## config.mk

```make
export PLATFORM = sky130hd
export DESIGN_NAME = logic_unit_driver
export DESIGN_NICKNAME = d
export VERILOG_FILES = /design/src/rtl/logic_unit_pkg.sv /design/src/rtl/logic_unit_rsp_fifo.sv /design/src/rtl/logic_unit_driver.sv
export SDC_FILE = /design/constraint.sdc
export NUM_CORES = 1
export LEC_CHECK = 0
export CORE_MARGIN = 10
export CORE_UTILIZATION = 42
export CTS_BUF_LIST = sky130_fd_sc_hd__clkbuf_4 sky130_fd_sc_hd__clkbuf_8
export DETAILED_ROUTE_END_ITERATION = 8
export PLACE_DENSITY = 0.75
export SYNTH_ARGS = -nofsm -noshare
export SYNTH_HDL_FRONTEND = slang
export SYNTH_SLANG_ARGS = --single-unit
```

## constraint.sdc

```tcl
create_clock -name clk -period 1.99 [get_ports clk]
set_input_delay 0.2985 -clock clk [delete_from_list [all_inputs] [get_ports clk]]
set_output_delay 0.2985 -clock clk [all_outputs]
set_load 0.02 [all_outputs]
```

## src/rtl/logic_unit_pkg.sv

```systemverilog
// logic_unit_pkg: opcodes and default widths shared by the logic unit, its driver and the bench.
package logic_unit_pkg;
  localparam int DATA_SIZE    = 8;
  localparam int OP_CODE_SIZE = 2;
  localparam int ALU_LATENCY  = 2;
  localparam int FIFO_DEPTH   = 4;
  typedef enum logic [OP_CODE_SIZE-1:0] {
    OP_OR  = 2'b00,
    OP_XOR = 2'b01,
    OP_AND = 2'b10,
    OP_NOT = 2'b11
  } op_e;
endpackage

```

## src/rtl/logic_unit_rsp_fifo.sv

```systemverilog
// logic_unit_rsp_fifo: synchronous FIFO with occupancy count; reads as zero when empty.
module logic_unit_rsp_fifo #(
  parameter int width = 8,
  parameter int depth = 4,
  localparam int aw = depth > 1 ? $clog2(depth) : 1,
  localparam int cw = $clog2(depth + 1)
) (
  input  logic             clk,
  input  logic             rst,
  input  logic             push,
  input  logic             pop,
  input  logic [width-1:0] din,
  output logic [width-1:0] dout,
  output logic [cw-1:0]    count
);
  logic [width-1:0] mem [depth];
  logic [aw-1:0] wr_ptr, rd_ptr;
  logic pop_ok;
  function automatic logic [aw-1:0] nxt(input logic [aw-1:0] p);
    return p == aw'(depth - 1) ? '0 : p + aw'(1);
  endfunction
  assign pop_ok = pop & (count != '0);
  assign dout = count != '0 ? mem[rd_ptr] : '0;
  always_ff @(posedge clk) begin
    if (rst) begin
      wr_ptr <= '0;
      rd_ptr <= '0;
      count  <= '0;
    end else begin
      if (push) wr_ptr <= nxt(wr_ptr);
      if (pop_ok) rd_ptr <= nxt(rd_ptr);
      count <= count + cw'(push) - cw'(pop_ok);
    end
  end
  always_ff @(posedge clk) if (push) mem[wr_ptr] <= din;
endmodule

```

## src/rtl/logic_unit_driver.sv

```systemverilog
// logic_unit_driver: credit-controlled issue into the logic unit with in-order response FIFO.
// Optional LOGIC_UNIT_DRIVER_STATS_EN adds issued/completed counters.
module logic_unit_driver
  import logic_unit_pkg::*;
#(
  parameter int data_size    = DATA_SIZE,
  parameter int op_code_size = OP_CODE_SIZE,
  parameter int alu_latency  = ALU_LATENCY,
  parameter int fifo_depth   = FIFO_DEPTH
) (
  input  logic                    clk,
  input  logic                    reset_in,
  input  logic                    cmd_valid_in,
  output logic                    cmd_ready_out,
  input  logic [data_size-1:0]    cmd_a_in,
  input  logic [data_size-1:0]    cmd_b_in,
  input  logic [op_code_size-1:0] cmd_op_in,
  output logic [data_size-1:0]    alu_a_out,
  output logic [data_size-1:0]    alu_b_out,
  output logic [op_code_size-1:0] alu_op_out,
  input  logic [data_size-1:0]    alu_result_in,
  output logic                    rsp_valid_out,
  input  logic                    rsp_ready_in,
  output logic [data_size-1:0]    rsp_data_out,
  output logic                    busy_out
`ifdef LOGIC_UNIT_DRIVER_STATS_EN
  ,
  output logic [15:0]             issued_count_out,
  output logic [15:0]             completed_count_out
`endif
);
  localparam int iw = $clog2(alu_latency + 1);
  localparam int cw = $clog2(fifo_depth + 1);
  localparam int sw = $clog2(alu_latency + fifo_depth + 1);
  logic [alu_latency-1:0] tags;
  logic [iw-1:0] inflight;
  logic [cw-1:0] fifo_count;
  logic fire, push, pop;
  assign alu_a_out  = cmd_a_in;
  assign alu_b_out  = cmd_b_in;
  assign alu_op_out = cmd_op_in;
  assign fire = cmd_valid_in & cmd_ready_out;
  assign push = tags[alu_latency-1];
  assign pop  = rsp_valid_out & rsp_ready_in;
  // Credit counts every command not yet popped, so a result always has a slot waiting.
  assign cmd_ready_out = sw'(inflight) + sw'(fifo_count) < sw'(fifo_depth);
  assign rsp_valid_out = fifo_count != '0;
  assign busy_out = (inflight != '0) | rsp_valid_out;
  always_ff @(posedge clk) begin
    if (reset_in) begin
      tags     <= '0;
      inflight <= '0;
    end else begin
      tags     <= alu_latency'({tags, fire});
      inflight <= inflight + iw'(fire) - iw'(push);
    end
  end
  logic_unit_rsp_fifo #(.width(data_size), .depth(fifo_depth)) u_fifo (
    .clk   (clk),
    .rst   (reset_in),
    .push  (push),
    .pop   (pop),
    .din   (alu_result_in),
    .dout  (rsp_data_out),
    .count (fifo_count)
  );
`ifdef LOGIC_UNIT_DRIVER_STATS_EN
  always_ff @(posedge clk) begin
    if (reset_in) begin
      issued_count_out    <= '0;
      completed_count_out <= '0;
    end else begin
      issued_count_out    <= issued_count_out + 16'(fire);
      completed_count_out <= completed_count_out + 16'(pop);
    end
  end
`endif
endmodule

```

==> metrics <==
Synth Warn # 0; vias in the first global route 1221; Detail Route Antenna Nets 0; via count approximately 1100; Pleak 0.869 nW; post-CTS setup buffer count 0; drt pass-1 iters 4; Yosys cell types 27; final hold violation count 0; CP max FO 8; Startpoint Class register; top_reg_cell synth edfxtp_1; die width 90.0 um; largest net degree at the start of global routing 15; Max clock buf depth 2; final hold slack 451 ps; total track usage 9.56%; Die ar. about 0.0081 mm^2; relative slew slack 69.1%; # setup viols final 0; Worst Max-Slew Pin Slew 464 ps; fmax 0.522 GHz; clock-pin slew on the worst setup and hold paths ~80 ps; Starting DRT DRC Count 62; Synth Instances 135; HPWL Detailed ~2.8 mm; CTS Root Cell clkbuf_8; final wirelength 3.76 mm; Mapped Area 0.00206 mm^2; Worst Path Arrival 1620 ps; n_diodes 0; MaxCap Viol Count 0; htree depth 2; GRT overflow 0; Util after Layout ~50%; Worst Clk Skew 6.48 ps; CTS Sinks 45; Final Cycle Share 96.3%; register area share after synthesis 59.4%; unrepaired setup endpoints after global routing true; CP endpoint kind primary output; largest area contributor in the netlist edfxtp_1; Initial Util between 40% and 50%; number of antenna violations at the first check in global routing 0; Critical Path RT approximately 1700 ps; status finished clean; first-pass GRT wire length 6.21 mm; commonest cells after routing, fill and taps aside edfxtp_1, and2_1, clkdlybuf4s50_1; TritonCTS buffer count 5; IO buf count 22; minimum clock period ~1900 ps; Yosys reg bits 45; Synth area leaders edfxtp_1, dfxtp_1, mux4_2; layout cell share with drive strength beyond 1 32.9%; die height about 90 um; routed length per instance 17.2 um; Synth top area share 46.7%; max-slew violations 0; gpl congestion between 0.7 and 0.8; FFs w/ async S/R, synth 0%; I/O Pins roughly 60; final worst slack 74.5 ps; area growth from synthesis to final layout 15.8%; commonest non-fill, non-tap cell in the layout edfxtp_1; number of synthesized flops with an enable pin 32; post-synthesis area per instance 15.2 um^2; Remaining DRCs 0; Core Region 0.00472 mm^2; TritonCTS clock tree built; Row Count 25; post-DR vias/cell between 4 and 5; final net count 191; worst IR drop on VDD about 0.00061 V; Synth Net Count 175; dpl ws -109 ps; Hold WC Path Type register to register; Crit Path Category register to primary output; pwr dens approximately 1200 mW/mm^2; Clk Latency, worst-skew pair 300 ps
per-layer routing:
metal / track usage (%) / vias up / share of wire [%]
li1: - / 499 / -
met5: 0 / - / 0
met4: 4.38 / 0 / 2.2
met1: 9.92 / 537 / 40
met3: 4.57 / 17 / 8.4
met2: 16.0 / 40 / 49
kinds of logic (layout without fill, tap and decap cells):
logic type / after synthesis / after routing / synth area share (%)
compound gates: 5 / 5 / 1.95
xor+xnor: 2 / 2 / 2.25
fa+ha+maj: 10 / 10 / 6.45
buf+inv: 28 / 45 / 8.64
flops: 45 / 45 / 59.4
mux: 14 / 14 / 11.9
simple gates: 31 / 31 / 9.43
layout make-up:
type	count	area, um^2
fill	400	2340
sequential	45	1220
multi-input combinational	62	709
timing repair buffer	31	254
tap	67	83.8
clock buffer	5	68.8
inverter	6	22.5
clock inverter	3	17.5
sequential cells by signal, indices dropped and copies added, names as in the netlist, named ones only:
register / flops
u_fifo.count: 3
u_fifo.wr_ptr: 2
u_fifo.mem: 32
inflight: 2
u_fifo.rd_ptr: 2
tags: 2
final timing paths:
check / slack [ps] / from / end / cells past startpoint
setup / recovery: 70 / register / rsp_data_out[3] / 4
hold / removal: 450 / tags[0]$_SDFF_PP0_ / tags[1]$_SDFF_PP0_ / 1
setup reg to reg: 90 / inflight[1]$_SDFF_PP0_ / inflight[1]$_SDFF_PP0_ / 8
hold reg to reg: 450 / tags[0]$_SDFF_PP0_ / tags[1]$_SDFF_PP0_ / 1
stage by stage:
stage               cell area, um^2  total power, mW  TNS [ps]  std cells
floorplan                      2060             1.91         0        135
global route                   2380             3.04    -0.201        219
detailed placement             2280             2.38      -393        211
global placement               2280             2.31     -45.5        211
finish                         2380             2.86         0        219
CTS                            2360             2.86    -0.549        219
synthesized netlist by cell type (all sizes together), types with 2 or more instances:
cell type   n
dfxtp      13
clkbuf      2
mux2i       3
nand2b      4
or3         3
edfxtp     32
nor2        3
nor2b       5
mux4        8
buf        20
mux2        3
inv         6
ha          9
and2       13
critical path, cell delays in order, from the launching register on:
cell     delay (ps)
dfxtp_2         350
buf_12          140
mux4_2          490
and2_2          190
buf_2           150
report_power, final:
group / internal (mW) / leakage (nW) / total, mW / switching, mW
combinational: 0.587 / 0.427 / 1.14 / 0.548
clock: 0.243 / 0.0455 / 0.553 / 0.310
sequential: 1.09 / 0.397 / 1.17 / 0.0769
total: 1.92 / 0.869 / 2.86 / 0.934
timing repair:
action / in CTS / in global routing
hold buffers: 0 / 0
gates resized for setup: 48 / 7
setup endpoints to repair: 13 / 6
pin swaps: 2 / 5
No activity file was read; power rests on OpenSTA's default activity.
